File: src/rtl/alu_vector_sequencer.sv
//------------------------------------------------------------------------------
// alu_vector_sequencer
//
// Self-test controller for a 16-bit Hack-style ALU fed by two 32-entry operand
// banks. It walks every one of the 18 Hack ALU functions across every operand
// address. For each vector it drives the bank addresses and the ALU control
// word. It then folds the ALU result into a 16-bit signature and counts how
// many results raised the zero and negative flags.
//
// Vector order: op_idx is the outer loop and a_idx is the inner loop.
// Each vector takes two cycles: SETTLE (operand read and ALU settle) followed
// by SAMPLE (fold the result).
//
// Optional build feature (macro STEP_MODE_EN):
//   When defined, the block adds a 'step' input. SETTLE then waits for step=1
//   before it moves to SAMPLE, so one step pulse runs one vector.
//   When undefined, SETTLE always lasts exactly one cycle.
//
// Parameters:
//   ADDR_W    operand address width (2^ADDR_W entries per bank)
//   DATA_W    ALU data width (signature taps are laid out for 16)
//   B_OFFSET  address_b = (address_a + B_OFFSET) mod 2^ADDR_W
//   EXP_SIG   golden signature that drives 'pass'
//
// Ports:
//   clk        in   system clock
//   rst_n      in   asynchronous active-low reset
//   start      in   level; starts a run from IDLE or DONE (ignored while busy)
//   abort      in   returns to IDLE from any state; has priority over start
//   step       in   (STEP_MODE_EN only) lets SETTLE advance to SAMPLE
//   alu_out    in   ALU result
//   alu_zr     in   ALU zero flag
//   alu_ng     in   ALU negative flag
//   address_a  out  operand bank A address (registered)
//   address_b  out  operand bank B address (registered)
//   ctrl       out  {zx,nx,zy,ny,f,no} (registered)
//   busy       out  high in SETTLE/SAMPLE
//   done       out  high in DONE
//   pass       out  done && signature == EXP_SIG
//   signature  out  running result signature
//   zr_count   out  number of vectors with alu_zr=1
//   ng_count   out  number of vectors with alu_ng=1
//------------------------------------------------------------------------------
`timescale 1ns/1ps
module alu_vector_sequencer #(
  parameter int                ADDR_W   = 5,
  parameter int                DATA_W   = 16,
  parameter int                B_OFFSET = 1,
  parameter logic [DATA_W-1:0] EXP_SIG  = '0
) (
  input  logic              clk,
  input  logic              rst_n,
  input  logic              start,
  input  logic              abort,
`ifdef STEP_MODE_EN
  input  logic              step,
`endif
  input  logic [DATA_W-1:0] alu_out,
  input  logic              alu_zr,
  input  logic              alu_ng,
  output logic [ADDR_W-1:0] address_a,
  output logic [ADDR_W-1:0] address_b,
  output logic [5:0]        ctrl,
  output logic              busy,
  output logic              done,
  output logic              pass,
  output logic [DATA_W-1:0] signature,
  output logic [9:0]        zr_count,
  output logic [9:0]        ng_count
);

  typedef enum logic [1:0] {
    IDLE   = 2'd0,
    SETTLE = 2'd1,
    SAMPLE = 2'd2,
    DONE   = 2'd3
  } state_t;

  localparam logic [4:0]        LAST_OP = 5'd17;
  localparam logic [ADDR_W-1:0] LAST_A  = '1;
  localparam logic [ADDR_W-1:0] B_OFF   = ADDR_W'(B_OFFSET);

  // Hack ALU function table, indexed by op_idx.
  function automatic logic [5:0] op_ctrl(input logic [4:0] idx);
    case (idx)
      5'd0:    op_ctrl = 6'b101010;  // 0
      5'd1:    op_ctrl = 6'b111111;  // 1
      5'd2:    op_ctrl = 6'b111010;  // -1
      5'd3:    op_ctrl = 6'b001100;  // x
      5'd4:    op_ctrl = 6'b110000;  // y
      5'd5:    op_ctrl = 6'b001101;  // !x
      5'd6:    op_ctrl = 6'b110001;  // !y
      5'd7:    op_ctrl = 6'b001111;  // -x
      5'd8:    op_ctrl = 6'b110011;  // -y
      5'd9:    op_ctrl = 6'b011111;  // x+1
      5'd10:   op_ctrl = 6'b110111;  // y+1
      5'd11:   op_ctrl = 6'b001110;  // x-1
      5'd12:   op_ctrl = 6'b110010;  // y-1
      5'd13:   op_ctrl = 6'b000010;  // x+y
      5'd14:   op_ctrl = 6'b010011;  // x-y
      5'd15:   op_ctrl = 6'b000111;  // y-x
      5'd16:   op_ctrl = 6'b000000;  // x&y
      5'd17:   op_ctrl = 6'b010101;  // x|y
      default: op_ctrl = 6'b101010;
    endcase
  endfunction

  state_t              state_reg, state_next;
  logic [4:0]          op_idx_reg;
  logic [ADDR_W-1:0]   a_idx_reg;
  logic [ADDR_W-1:0]   addr_b_reg;
  logic [5:0]          ctrl_reg;
  logic [DATA_W-1:0]   sig_reg;
  logic [9:0]          zr_reg;
  logic [9:0]          ng_reg;

  // Control decodes shared by the FSM and the datapath.
  logic              settle_go;
  logic              last_vec;
  logic              run_start;
  logic              do_sample;
  logic [ADDR_W-1:0] a_idx_adv;
  logic [4:0]        op_idx_adv;
  logic              sig_fb;
  logic [DATA_W-1:0] sig_fold;

`ifdef STEP_MODE_EN
  assign settle_go = step;
`else
  assign settle_go = 1'b1;
`endif

  assign last_vec  = (op_idx_reg == LAST_OP) && (a_idx_reg == LAST_A);
  // abort wins over everything, so neither a fresh start nor a fold may
  // happen on an abort edge.
  assign run_start = !abort && start && ((state_reg == IDLE) || (state_reg == DONE));
  assign do_sample = !abort && (state_reg == SAMPLE);

  // The inner address wraps naturally at 2^ADDR_W, and the carry steps the op.
  assign a_idx_adv  = a_idx_reg + 1'b1;
  assign op_idx_adv = (a_idx_reg == LAST_A) ? (op_idx_reg + 5'd1) : op_idx_reg;

  // Signature: shift left with the feedback bit in bit 0, then XOR in the result.
  assign sig_fb   = sig_reg[DATA_W-1] ^ sig_reg[DATA_W-2] ^ sig_reg[DATA_W-4] ^ sig_reg[3];
  assign sig_fold = {sig_reg[DATA_W-2:0], sig_fb} ^ alu_out;

  //--------------------------------------------------------------------------
  // FSM: state register
  //--------------------------------------------------------------------------
  always_ff @(posedge clk or negedge rst_n) begin
    if (!rst_n) begin
      state_reg <= IDLE;
    end else begin
      state_reg <= state_next;
    end
  end

  //--------------------------------------------------------------------------
  // FSM: next-state logic
  //--------------------------------------------------------------------------
  always_comb begin
    state_next = state_reg;
    if (abort) begin
      state_next = IDLE;
    end else begin
      case (state_reg)
        IDLE:    if (start) state_next = SETTLE;
        SETTLE:  if (settle_go) state_next = SAMPLE;
        SAMPLE:  state_next = last_vec ? DONE : SETTLE;
        DONE:    if (start) state_next = SETTLE;
        default: state_next = IDLE;
      endcase
    end
  end

  //--------------------------------------------------------------------------
  // FSM: outputs
  //--------------------------------------------------------------------------
  always_comb begin
    busy = 1'b0;
    done = 1'b0;
    case (state_reg)
      SETTLE, SAMPLE: busy = 1'b1;
      DONE:           done = 1'b1;
      default:        ;
    endcase
    pass = done && (sig_reg == EXP_SIG);
  end

  //--------------------------------------------------------------------------
  // Vector indices and registered drive outputs. address_b and ctrl are
  // computed from the *next* index values, so all three drive outputs change
  // together on the SAMPLE edge. This keeps them stable through the following
  // SETTLE cycle. The last vector does not advance, so DONE holds the final
  // addresses.
  //--------------------------------------------------------------------------
  always_ff @(posedge clk or negedge rst_n) begin
    if (!rst_n) begin
      a_idx_reg  <= '0;
      op_idx_reg <= 5'd0;
      addr_b_reg <= B_OFF;
      ctrl_reg   <= op_ctrl(5'd0);
    end else if (abort || run_start) begin
      a_idx_reg  <= '0;
      op_idx_reg <= 5'd0;
      addr_b_reg <= B_OFF;
      ctrl_reg   <= op_ctrl(5'd0);
    end else if (do_sample && !last_vec) begin
      a_idx_reg  <= a_idx_adv;
      op_idx_reg <= op_idx_adv;
      addr_b_reg <= a_idx_adv + B_OFF;
      ctrl_reg   <= op_ctrl(op_idx_adv);
    end
  end

  //--------------------------------------------------------------------------
  // Signature and flag counters. They are cleared only by reset or a new run.
  // An abort leaves them intact so that the partial result can be inspected.
  //--------------------------------------------------------------------------
  always_ff @(posedge clk or negedge rst_n) begin
    if (!rst_n) begin
      sig_reg <= '0;
      zr_reg  <= 10'd0;
      ng_reg  <= 10'd0;
    end else if (run_start) begin
      sig_reg <= '0;
      zr_reg  <= 10'd0;
      ng_reg  <= 10'd0;
    end else if (do_sample) begin
      sig_reg <= sig_fold;
      zr_reg  <= zr_reg + 10'(alu_zr);
      ng_reg  <= ng_reg + 10'(alu_ng);
    end
  end

  assign address_a = a_idx_reg;
  assign address_b = addr_b_reg;
  assign ctrl      = ctrl_reg;
  assign signature = sig_reg;
  assign zr_count  = zr_reg;
  assign ng_count  = ng_reg;

endmodule
File: config.mk
export PLATFORM = sky130hd
export DESIGN_NAME = alu_vector_sequencer
export DESIGN_NICKNAME = d
export VERILOG_FILES = /design/src/rtl/alu_vector_sequencer.sv
export SDC_FILE = /design/constraint.sdc
export NUM_CORES = 1
export LEC_CHECK = 0
export ABC_AREA = 0
export ABC_CLOCK_PERIOD_IN_PS = 2700
export BUFFER_PORTS_ARGS = -buffer_cell sky130_fd_sc_hd__buf_2
export CAP_MARGIN = 20
export CORE_MARGIN = 2
export CORE_UTILIZATION = 35
export CTS_CLUSTER_SIZE = 10
export DETAILED_ROUTE_END_ITERATION = 10
export PLACE_DENSITY = 0.62
export REMOVE_ABC_BUFFERS = 1
export SLEW_MARGIN = 20
export SYNTH_ARGS = -nofsm -noshare
export SYNTH_HDL_FRONTEND = slang
export SYNTH_SLANG_ARGS = --single-unit
File: constraint.sdc
create_clock -name clk -period 2.7 [get_ports clk]
set_clock_uncertainty 0.15 [all_clocks]
set_input_delay 0.405 -clock clk [delete_from_list [all_inputs] [get_ports clk]]
set_output_delay 0.405 -clock clk [all_outputs]
set_load 0.05 [all_outputs]
# Word-level counts from Yosys, hierarchy flattened
# Memory sizes are Yosys's and may differ from the RTL's.
# Index checks and enable logic that the tools add are counted.
# Widths: inputs -> output; s select.
# op_classes
eq_ne,6
n_mux,21
bitwise,4
add_sub_neg,5
reduce_logical,16
# ops
cell,n
$mux 10,4
$mux 5,7
$mux 16,2
$add 10x1->10,2
$logic_not 16->1,1
$xor 16x16->16,1
$add 5x1->5 const B,3
$mux 6,2
$eq 5x5->1 const B,2
$logic_and 1x1->1,6
$mux 2,3
$pmux 2 s3,1
$eq 2x2->1 const B,2
$reduce_bool 2->1,2
$reduce_or 2->1,2
$ne 3x1->1 const B,1
$xor 1x1->1,3
$eq 2x1->1 const B,1
$logic_not 1->1,2
$logic_not 2->1,1
$logic_or 1x1->1,2
$mux 1,2
# totals
romBits,192
mem_count,1
register_bits,59
# memory_table
name,words,word_bits,rd,rd_ports_with_merged_regs,wr,line,text
(no name shown),32,6,1,0,0,85,case (idx)

# Longest topological paths before layout
# Gate-level depths: netlist of the first run.
# depth
depth_word,6
depth_mapped,12

# Worst setup path before layout of the first run
# OpenSTA, ideal clock, no wires.
# synth_path
path_kind,flip-flop to flip-flop
start,"register a_idx_reg[1], in the netlist address_a[1]"
end,"register ctrl_reg[2], in the netlist ctrl[2]"
arrival_ns,2.605
stages_incl_launch_ff,13
period_less_slack_ns,2.824
setup_slack_ns,-0.124
t_required_ns,2.482
cell_sequence,dfrtp_1 -> ha_1 -> and3_1 -> ha_1 -> buf_6 -> nor2_1 -> a21oi_1 -> inv_1 -> ha_1 -> nor3_1 -> a211oi_2 -> o21ai_1 -> a32o_1
# synth_between
elab_chain_len,5
elab_cells_between_ends,9
classes_between,eq/ne (1); mux (3); reduce/logical (4); memory (1)
# synth_rtl
element,line,text
"start, declared",110,logic [ADDR_W-1:0] a_idx_reg;
"start signal, assigned",209,a_idx_reg <= a_idx_adv;
$eq 5x5->1 (*),"133, 141",
$mux 5 or $logic_and 1x1->1 (tied branches),"141, 133",
$mem_v2 32x6 or $logic_not 1->1 (tied branches),n/a,
$mux 6 or $logic_and 1x1->1 (tied branches),208,end else if (do_sample && !last_vec) begin
$mux 6 or $reduce_bool 2->1 (tied branches),n/a,
"end signal, assigned",202,ctrl_reg <= op_ctrl(5'd0);
"end signal, assigned",207,ctrl_reg <= op_ctrl(5'd0);
"end signal, assigned",212,ctrl_reg <= op_ctrl(op_idx_adv);
"end, declared",112,logic [5:0] ctrl_reg;
# Every way passes the cells marked *; elsewhere a longest branch is shown, timed or not. The select of a mux whose other input is x is not followed.
# A chain may end at the register's enable or synchronous reset.

# Worst setup path in the final report of the first run
# layout_path
start,"register a_idx_reg[0], in the netlist address_a[0]"
end,"register ctrl_reg[2], in the netlist ctrl[2]"
# Same word-level chain as after synthesis.

==> impl_results.md, run 1 <==
* CTS H-tree depth at 3
* Die Height at 101 µm
* Worst Hold Launch: alu_out[8]
* Fraction of registers with async set/reset at 100%
* Core area at 9200 µm²
* Area share of the largest cell type after synthesis at 41.9%
* CTS tree: built
* FF+latch area at 1480 µm²
* DR WL/cell at 14.4 µm
* Number of flops mapped to enable cells by yosys at 0
* CTS Buf Count at 9
* Finished Layout Cells at 533
* Relative slew slack at 63.9%
* Largest net degree at the start of global routing at 44
* Clk root buf: clkbuf_8
* Post-synthesis compound-gate area fraction at 12.1%
* Ant diodes at 0
* Synth Register Bits at 59
* Detailed placement HPWL at 5560 µm
* Clock period minus worst slack at 2.50 ns
* First-pass GRT wire length at 12800 µm
* Routed Wire Length at 7650 µm
* DR DRC count at 0
* Area contributors post-synth: dfrtp_1 42%, ha_1 7.2%, xnor2_1 7.2%, nor2_1 7.1%, xor2_1 5.9%
* Simple-Gate Fraction of Synth Area at 16.7%
* Number of DRC markers in iteration 0 at 88
* Pre-CTS setup slack at 0.0861 ns
* Ys Warns at 0
* CP max FO at 6
* Setup crit start kind: flop
* Net total in the final layout at 458
* Static leakage at 1.95 nW
* WHS Endpoint: signature[8]
* Die width at 101 µm
* Max Freq at 0.399 GHz
* Count of final setup violators at 0
* Longest Clk Path Bufs at 2
* GRT Util Overall at 16.0%
* Count of different cell masters after synthesis at 46
* Antenna Nets Post-Route at 0
* Max rail drop VDD at 598 µV
* Post-DR vias/cell at 5.12
* Placed instance count at 516
* Status: finished clean
* Cell Pwr Density at 912 nW/µm²
* Area leader, netlist: dfrtp_1
* Max Cap Viol at 0
* Critical path, cell by cell: ha_1 -> and3_1 -> ha_1 -> xor2_2 -> inv_1 -> ha_1 -> nor3_1 -> a211oi_2 -> o21ai_1 -> a32o_1
* Reg2reg end: ctrl[2]
* R2R setup slack at 0.20 ns
* Largest family of logic cells by synthesized area: simple AND/OR/NAND/NOR gates
* CP Data Required Time at 2.83 ns
* Vias in the first global route at 2699
* Setup Fix Bufs, Post-CTS at 0
* R2R cell count at 10
* CP endpoint kind: flop
* Crit-path slowest cell: dfrtp_1
* Syn Area/Cell at 9.81 µm²
* Row Count at 35
* Mux cell area share after synthesis at 1.22%
* DIE AREA at 10200 µm²
* XOR/XNOR Fraction of Synth Area at 13.6%
* Worst Path Class, Setup: flop to flop
* Most frequent CP cell: ha_1
* CP arrival at 2.63 ns
* First-pass DRT Iterations at 4
* Area grow syn2layout at 23.5%
* DR vias at 2730
* Multi-input gate area in the final layout at 1720 µm²
* Clk Latency, worst-skew pair at 0.34 ns
* Transition time of the tightest slew-check pin at 0.541 ns
* Final Util at 44.1%
* Final Max Tran Viols at 0
* Max FFs per register at 16
* Clk slew on worst S/H paths at 0.07 ns
* Starting density of the core at 35.7%
* Max incr delay on CP at 0.38 ns
* Share of post-route cells with drive strength above 1 at 27.5%
* PnR worst setup slack at 0.196 ns
* Register area share after synthesis at 45.1%
* Hold WC Path Type: input pin to flop
* Clk sinks at 59
* WHS Path Cells at 3
* Antenna violations before repair at 0
* Synth Instances at 335
* Hold Vio Cnt, Final at 0
* Adder-cell area share of the yosys netlist at 7.54%
* Final period util at 92.7%
* Mapped cell area at 3290 µm²
* Ys flop type: dfrtp_1
* # IOs at 77
* GRT overflow at 0
* Routability Congestion at 0.867
* Crit-path leading delay family: adder cells
* Crit path buffers/inverters at 1
* Fillcell total at 918
* Port bufs at 76
* Worst R2R Start: address_a[0]
==> final cells by class <==
class / instances / share of cell area (%)
multi-input combinational: 249 / 42.5
clock inverter: 1 / 0.123
sequential: 59 / 36.5
inverter: 10 / 0.925
tap: 111 / 3.42
timing repair buffer: 88 / 12.0
clock buffer: 15 / 4.59
==> cells in the mapped netlist, types with 4 or more instances <==
cell       n
nand4_1    8
dfstp_2    4
ha_1      19
mux2i_1    4
clkbuf_1  11
inv_1     10
and3_1     5
nand2_1   20
nand3_1   10
a211oi_1  22
xor2_1    22
nor2_1    62
xnor2_1   27
dfrtp_1   55
a21oi_1   10
==> routing by layer <==
metal	share of wire [%]	vias up	routed length [µm]	global-route usage [%]
met5	0	-	0	0
met2	48	69	3660	25.7
met1	44	1324	3370	20.7
met3	6.1	14	464	3.95
met4	2.1	0	158	6.55
li1	-	1323	-	-
==> power by group <==
| part | switching (W) | total [W] | internal (W) | leakage, nW |
|---|---|---|---|---|
| logic | 0.00115 | 0.00166 | 0.000516 | 1.06 |
| clock network | 0.000356 | 0.000789 | 0.000434 | 0.0997 |
| registers | 0.000196 | 0.00125 | 0.00105 | 0.789 |
| total | 0.00170 | 0.00370 | 0.00200 | 1.95 |
==> worst min-delay path: stages <==
cell and delay (ns):
buf_2 0.08, xnor2_1 0.10, a211oi_1 0.06
==> metrics by stage <==
| step | setup TNS (ns) | total power [W] | instance area, µm² | hold WS (ns) |
|---|---|---|---|---|
| 2_1_floorplan | -5.70 | 0.00248 | 3200 | -0.0406 |
| 3_3_place_gp | 0 | 0.00291 | 3820 | 0.207 |
| 3_5_place_dp | 0 | 0.00294 | 3820 | 0.211 |
| 4_1_cts | 0 | 0.00374 | 4030 | 0.192 |
| 5_1_grt | -0.000243 | 0.00394 | 4060 | 0.204 |
| 6_report | 0 | 0.00370 | 4060 | 0.202 |
==> how the worst max path moves through the flow <==
stage	from	endpoint	cells past startpoint
floorplan	state_reg[0]	zr_count[6]	7
global placement	address_a[0]	ctrl[2]	10
detailed placement	address_a[0]	ctrl[2]	10
CTS	address_a[0]	ctrl[2]	10
global route	address_a[0]	ctrl[2]	10
finish	address_a[0]	ctrl[2]	10
==> logic make-up after synthesis <==
family	Yosys count
multiplexers	4
AO/OA/AOI/OAI	54
XOR/XNOR	50
adder cells (fa/ha/maj)	20
buffers and inverters	27
flip-flops	59
AND/OR/NAND/NOR	121
==> timing repair <==
item | in CTS | in global routing
gates resized for setup | 0 | 5
hold buffers | 1 | 0
setup endpoints to repair | 0 | 6
hold endpoints to repair | 16 | 0
==> cell usage in the layout, fill, tap and decap left out, types with 3 or more instances in the layout <==
cell type / n
clkbuf_8: 13
buf_4: 10
a211oi_1: 22
nand2_1: 20
ha_1: 18
xnor2_1: 27
buf_2: 76
nor2_1: 60
mux2i_1: 4
inv_1: 10
nand4_1: 8
nand3_1: 10
dfstp_2: 4
dfrtp_1: 55
and3_1: 5
o211ai_1: 3
a21oi_1: 9
nor3_1: 3
xor2_1: 20
Power figures use the tool's default switching activity.
==> run 2, diff against run 1 <==
--- a/config.mk
+++ b/config.mk
@@ -10,10 +10,10 @@
 export BUFFER_PORTS_ARGS = -buffer_cell sky130_fd_sc_hd__buf_2
 export CAP_MARGIN = 20
 export CORE_MARGIN = 2
-export CORE_UTILIZATION = 35
+export CORE_UTILIZATION = 50
 export CTS_CLUSTER_SIZE = 10
 export DETAILED_ROUTE_END_ITERATION = 10
-export PLACE_DENSITY = 0.62
+export PLACE_DENSITY = 0.81
 export REMOVE_ABC_BUFFERS = 1
 export SLEW_MARGIN = 20
 export SYNTH_ARGS = -nofsm -noshare
==> impl_results.md, run 2 (synthesis results as in run 1) <==
* Setup crit start kind: flop (unchanged)
* GRT Util Overall at 20.5% (was 16.0%)
* CTS H-tree depth at 3 (unchanged)
* Post-DR vias/cell at 5.40 (was 5.12)
* Hold WC Path Type: input pin to flop (unchanged)
* Row Count at 29 (was 35)
* Status: finished clean (unchanged)
* Critical path, cell by cell: ha_1 -> and3_1 -> ha_2 -> buf_4 -> nand4_1 -> xor2_2 -> a31o_2 -> a32oi_1 -> o21ai_0 (was ha_1 -> and3_1 -> ha_1 -> xor2_2 -> inv_1 -> ha_1 -> nor3_1 -> a211oi_2 -> o21ai_1 -> a32o_1)
* Relative slew slack at 55.1% (was 63.9%)
* Commonest non-fill, non-tap cell in the layout: buf_2 (unchanged)
* Largest net degree at the start of global routing at 33 (was 44)
* Core area at 6350 µm² (was 9200 µm²)
* Area grow syn2layout at 23.6% (was 23.5%)
* Net total in the final layout at 456 (was 458)
* Routability Congestion at 0.839 (was 0.867)
* Worst Path Class, Setup: flop to flop (unchanged)
* Number of DRC markers in iteration 0 at 121 (was 88)
* Clock period minus worst slack at 2.54 ns (was 2.50 ns)
* First-pass GRT wire length at 11800 µm (was 12800 µm)
* Setup Fix Bufs, Post-CTS at 0 (unchanged)
* Clk sinks at 59 (unchanged)
* CP Data Required Time at 2.76 ns (was 2.83 ns)
* Starting density of the core at 51.8% (was 35.7%)
* Share of post-route cells with drive strength above 1 at 27.4% (was 27.5%)
* Cell Pwr Density at 954 nW/µm² (was 912 nW/µm²)
* Total power at 0.00388 W (was 0.00370 W)
* Max Cap Viol at 0 (unchanged)
* Die Height at 85.1 µm (was 101 µm)
* Routed Wire Length at 6920 µm (was 7650 µm)
* # IOs at 77 (unchanged)
* Final period util at 94.0% (was 92.7%)
* PnR worst setup slack at 0.162 ns (was 0.196 ns)
* Count of final setup violators at 0 (unchanged)
* CP endpoint kind: flop (unchanged)
* Clk root buf: clkbuf_8 (unchanged)
* Detailed placement HPWL at 5050 µm (was 5560 µm)
* Max rail drop VDD at 769 µV (was 598 µV)
* Pre-CTS setup slack at 0.0488 ns (was 0.0861 ns)
* RSZ-0062 raised after global routing: no
* Crit-path slowest cell: dfrtp_1 (unchanged)
* DR DRC count at 0 (unchanged)
* Max FFs per register at 16 (unchanged)
* DIE AREA at 7240 µm² (was 10200 µm²)
* Static leakage at 1.96 nW (was 1.95 nW)
* Antenna Nets Post-Route at 0 (unchanged)
* CP max FO at 6 (unchanged)
* Fillcell total at 546 (was 918)
* DR WL/cell at 13.9 µm (was 14.4 µm)
* CP arrival at 2.60 ns (was 2.63 ns)
* Ant diodes at 0 (unchanged)
* Clk slew on worst S/H paths at 0.07 ns (about the same)
* GRT overflow at 0 (unchanged)
* First-pass DRT Iterations at 4 (unchanged)
* Longest Clk Path Bufs at 2 (unchanged)
* Most frequent cells in the layout: 76 x buf_2, 60 x nor2_1, 55 x dfrtp_1 (unchanged)
* Max incr delay on CP at 0.41 ns (was 0.38 ns)
* CTS tree: built (unchanged)
* Vias in the first global route at 2693 (was 2699)
* Antenna violations before repair at 0 (unchanged)
* Transition time of the tightest slew-check pin at 0.672 ns (was 0.541 ns)
* DR vias at 2685 (was 2730)
* Die width at 85.1 µm (was 101 µm)
* CTS Buf Count at 9 (unchanged)
* Clk Latency, worst-skew pair at 0.34 ns (about the same)
* Port bufs at 76 (unchanged)
* Hold Vio Cnt, Final at 0 (unchanged)
* Max Freq at 0.394 GHz (was 0.399 GHz)
* Final Max Tran Viols at 0 (unchanged)
[run 2: cell types whose count changed in the layout (fill, tap and decap cells not counted)]
cell       before  now
clkbuf_8       13   10
clkbuf_1        2    1
bufinv_16       0    3
buf_4          10    7
buf_12          1    2
clkinv_2        1    2
[run 2: layout make-up]
| type | instances | area [µm²] | share of cell area [%] |
|---|---|---|---|
| timing repair buffer | 86 | 483 | 11.9 |
| sequential | 59 | 1480 | 36.5 |
| multi-input combinational | 249 | 1720 | 42.4 |
| tap | 77 | 96.3 | 2.37 |
| clock buffer | 11 | 141 | 3.48 |
| clock inverter | 5 | 100 | 2.46 |
| inverter | 10 | 37.5 | 0.924 |
[run 2: worst paths after layout]
kind	cells after the start	start	endpoint	slack (ns)
hold / removal	3	alu_out[5]	signature[5]	0.21
hold reg to reg	1	ctrl[0]	ctrl[0]	0.34
max in group asynchronous	3	rst_n	ctrl[3]	1.24
setup reg to reg	9	address_a[1]	ctrl[4]	0.16
min in group asynchronous	2	rst_n	ng_count[2]	0.48
setup / recovery	9	address_a[1]	ctrl[4]	0.16
[run 2: per-stage QoR]
stage	utilization, %	instances	cell area, µm²	setup TNS [ns]	hold WS [ns]
after floorplan	-	318	3200	-5.70	-0.0406
after global placement	59.5	480	3780	0	0.310
after detailed placement	59.5	480	3780	0	0.318
after CTS	63.5	497	4030	0	0.192
after global routing	64.0	497	4060	0	0.208
final	64.0	497	4060	0	0.208
[run 2: power by group]
group          internal (W)  total, W  switching [W]  leakage, nW
combinational      0.000519   0.00165        0.00113         1.05
clock              0.000635  0.000977       0.000342        0.123
sequential          0.00105   0.00125       0.000194        0.789
[run 2: worst max-delay path, delay by kind of cell (launching register included)]
family / cells / cell delay, ns
AOI/OAI and AO/OA: 3 / 0.58
DFF: 1 / 0.41
buffers and inverters: 1 / 0.15
and+or+nand+nor: 2 / 0.41
adders and majority gates: 2 / 0.47
xor gates and xnor gates: 1 / 0.25
[run 2: repair_timing]
| item | CTS | global route |
|---|---|---|
| hold endpoints to repair | 27 | 0 |
| gates resized for setup | 0 | 5 |
| setup endpoints to repair | 0 | 5 |
| hold buffers | 1 | 0 |
[run 2: layer usage]
| metal | track usage (%) | share of wire (%) | wire length (µm) | up-vias |
|---|---|---|---|---|
| li1 | - | - | - | 1326 |
| met1 | 24.6 | 44 | 3030 | 1279 |
| met2 | 34.8 | 49 | 3360 | 71 |
| met3 | 7.10 | 6.3 | 435 | 9 |
| met4 | 5.92 | 1.3 | 89 | 0 |
| met5 | 0 | 0 | 0 | - |
==> run 3, diff against run 2 <==
--- a/config.mk
+++ b/config.mk
@@ -8,8 +8,7 @@
 export ABC_AREA = 0
 export ABC_CLOCK_PERIOD_IN_PS = 2700
 export BUFFER_PORTS_ARGS = -buffer_cell sky130_fd_sc_hd__buf_2
-export CAP_MARGIN = 20
-export CORE_MARGIN = 2
+export CAP_MARGIN = 15
 export CORE_UTILIZATION = 50
 export CTS_CLUSTER_SIZE = 10
 export DETAILED_ROUTE_END_ITERATION = 10
==> impl_results.md, run 3 (synthesis results as in run 1) <==
* Post-DR vias/cell at 5.40 (about the same)
* Switching share of power at 42.2% (was 43.0%)
* DR DRC count at 2 (was 0)
* Clk slew on worst S/H paths at 0.07 ns (about the same)
* CTS Buf Count at 9 (unchanged)
* Flop pwr share at 31.3% (was 32.2%)
* Max FFs per register at 16 (unchanged)
* Starting density of the core at 51.8% (unchanged)
* GRT overflow at 0 (unchanged)
* Clk sinks at 59 (unchanged)
* Relative slew slack at 66.8% (was 55.1%)
* CP max FO at 9 (was 6)
* Crit path from: address_a[1] (unchanged)
* Hold WC Path Type: input pin to flop (unchanged)
* DR vias at 2678 (was 2685)
* Max Freq at 0.387 GHz (was 0.394 GHz)
* Clock Power Share at 27.5% (was 25.2%)
* Area grow syn2layout at 24.9% (was 23.6%)
* Clk root buf: clkbuf_8 (unchanged)
* Routed Wire Length at 6830 µm (was 6920 µm)
* Detailed placement HPWL at 4890 µm (was 5050 µm)
* Vias in the first global route at 2520 (was 2693)
* Die width at 83.1 µm (was 85.1 µm)
* Setup TNS at 0 ns (unchanged)
* CP endpoint kind: flop (unchanged)
* PnR worst setup slack at 0.119 ns (was 0.162 ns)
* DR WL/cell at 13.8 µm (was 13.9 µm)
* Clk Latency, worst-skew pair at 0.33 ns (was 0.34 ns)
* First-pass GRT wire length at 11400 µm (was 11800 µm)
* Core area at 6350 µm² (unchanged)
* Max incr delay on CP at 0.43 ns (was 0.41 ns)
* Met2 usage at 33.7% (was 34.8%)
* Ant diodes at 0 (unchanged)
* Crit-path slowest cell: dfrtp_1 (unchanged)
* Cell Pwr Density at 969 nW/µm² (was 954 nW/µm²)
* CP Capture Point: ctrl[2] (was ctrl[4])
* DIE AREA at 6900 µm² (was 7240 µm²)
* Critical path, cell by cell: ha_1 -> and3_1 -> ha_4 -> and3b_1 -> or2_0 -> a211oi_2 -> o21ai_1 -> a32o_1 (was ha_1 -> and3_1 -> ha_2 -> buf_4 -> nand4_1 -> xor2_2 -> a31o_2 -> a32oi_1 -> o21ai_0)
* Longest Clk Path Bufs at 2 (unchanged)
* # IOs at 77 (unchanged)
* CTS H-tree depth at 3 (unchanged)
* First-pass DRT Iterations at 7 (was 4)
* Most frequent cells in the layout: 76 x buf_2, 60 x nor2_1, 55 x dfrtp_1 (unchanged)
* Transition time of the tightest slew-check pin at 0.494 ns (was 0.672 ns)
* Hold Vio Cnt, Final at 0 (unchanged)
* Routability Congestion at 0.864 (was 0.839)
* Commonest non-fill, non-tap cell in the layout: buf_2 (unchanged)
* Largest net degree at the start of global routing at 60 (was 33)
* RSZ-0062 raised after global routing: no (unchanged)
* Routing usage on met3 at 4.37% (was 7.10%)
* Row Count at 29 (unchanged)
* GRT Util Overall at 20.3% (was 20.5%)
* Failing checks: DRC
* Worst R2R Start: address_a[1] (unchanged)
* CP Data Required Time at 2.77 ns (was 2.76 ns)
* Proportion of power drawn by combinational gates at 41.2% (was 42.6%)
* R2R setup slack at 0.12 ns (was 0.16 ns)
* Worst path depth at 8 (was 9)
* Max Cap Viol at 0 (unchanged)
* Final period util at 95.6% (was 94.0%)
* CTS tree: built (unchanged)
* Pre-CTS setup slack at -0.0774 ns (was 0.0488 ns)
* Final Max Tran Viols at 0 (unchanged)
* Antenna Nets Post-Route at 0 (unchanged)
* Worst Path Class, Setup: flop to flop (unchanged)
* Share of post-route cells with drive strength above 1 at 27.9% (was 27.4%)
* Static leakage at 1.96 nW (about the same)
* Count of final setup violators at 0 (unchanged)
* CP arrival at 2.66 ns (was 2.60 ns)
* Cell Int Power at 0.00230 W (was 0.00221 W)
* Net Switching at 0.00168 W (was 0.00167 W)
* Status: finished with violations (was finished clean)
* Net total in the final layout at 455 (was 456)
* Max rail drop VDD at 802 µV (was 769 µV)
* Setup crit start kind: flop (unchanged)
* Reg2reg end: ctrl[2] (was ctrl[4])
* Antenna violations before repair at 0 (unchanged)
* R2R cell count at 8 (was 9)
* Port bufs at 76 (unchanged)
* Clock period minus worst slack at 2.58 ns (was 2.54 ns)
* Die Height at 83.1 µm (was 85.1 µm)
* Crit path buffers/inverters at 0 (was 1)
* Number of DRC markers in iteration 0 at 135 (was 121)
* Setup Fix Bufs, Post-CTS at 0 (unchanged)
* Fillcell total at 487 (was 546)
* Gr busiest metal: met2 (unchanged)
* Met1 Use GR at 25.3% (was 24.6%)
* Crit-path leading delay family: simple AND/OR/NAND/NOR gates (was compound AO/OA/AOI/OAI gates)
run 3: cell types whose count changed in the layout (fill, tap and decap cells not counted), sizes merged:
cell,change
buf,-1
clkinvlp,+1
bufinv,+1
clkbuf,-1
clkinv,-1
run 3: worst register-to-register path: stages, from the launching register on:
cell and delay, ns:
dfrtp_1 0.43, ha_1 0.24, and3_1 0.23, ha_4 0.20
and3b_1 0.23, or2_0 0.34, a211oi_2 0.28, o21ai_1 0.09
a32o_1 0.28
run 3: per-layer routing:
metal / share of wire [%] / wire (µm)
met4: 2.4 / 165
met5: 0 / 0
met2: 49 / 3340
met3: 5.1 / 345
met1: 44 / 2990
run 3: through the flow:
step | instances | hold WS [ns] | instance area [µm²] | util, % | power, W
6_report | 496 | 0.208 | 4100 | 64.6 | 0.00398
5_1_grt | 496 | 0.221 | 4100 | 64.6 | 0.00419
4_1_cts | 496 | 0.198 | 4060 | 63.9 | 0.00401
3_5_place_dp | 479 | 0.287 | 3760 | 59.2 | 0.00290
3_3_place_gp | 479 | 0.284 | 3760 | 59.2 | 0.00287
2_1_floorplan | 318 | -0.0406 | 3200 | - | 0.00248
run 3: how the worst min path moves through the flow:
stage	slack, ns	end	depth (start not counted)	start
2_1_floorplan	-0.04	address_a[0]	0	rst_n
3_3_place_gp	0.28	ng_count[3]	2	rst_n
3_5_place_dp	0.29	ng_count[1]	2	rst_n
4_1_cts	0.20	signature[9]	3	alu_out[9]
5_1_grt	0.22	signature[9]	3	alu_out[9]
6_report	0.21	signature[9]	3	alu_out[9]
run 3: timing repair:
item                                    in CTS  in global routing
cloned                                       0                  0
gates resized for setup                      3                  6
hold buffers                                 1                  0
endpoints found under the hold margin       55                  0
endpoints found under the setup margin       1                  5
run 3: area by class of cell:
cell class / instances / area (µm²) / share of cell area (%)
inverter: 10 / 37.5 / 0.915
tap: 77 / 96.3 / 2.35
clock buffer: 10 / 138 / 3.35
timing repair buffer: 85 / 463 / 11.3
clock inverter: 6 / 136 / 3.32
sequential: 59 / 1480 / 36.1
multi-input combinational: 249 / 1750 / 42.7
run 3: power by group through the flow:
stage | combinational, W | sequential (W) | clock (W)
2_1_floorplan | 0.000721 | 0.00176 | 0
3_3_place_gp | 0.00162 | 0.00125 | 0
3_5_place_dp | 0.00164 | 0.00126 | 0
4_1_cts | 0.00165 | 0.00125 | 0.00112
5_1_grt | 0.00176 | 0.00128 | 0.00115
6_report | 0.00164 | 0.00125 | 0.00109
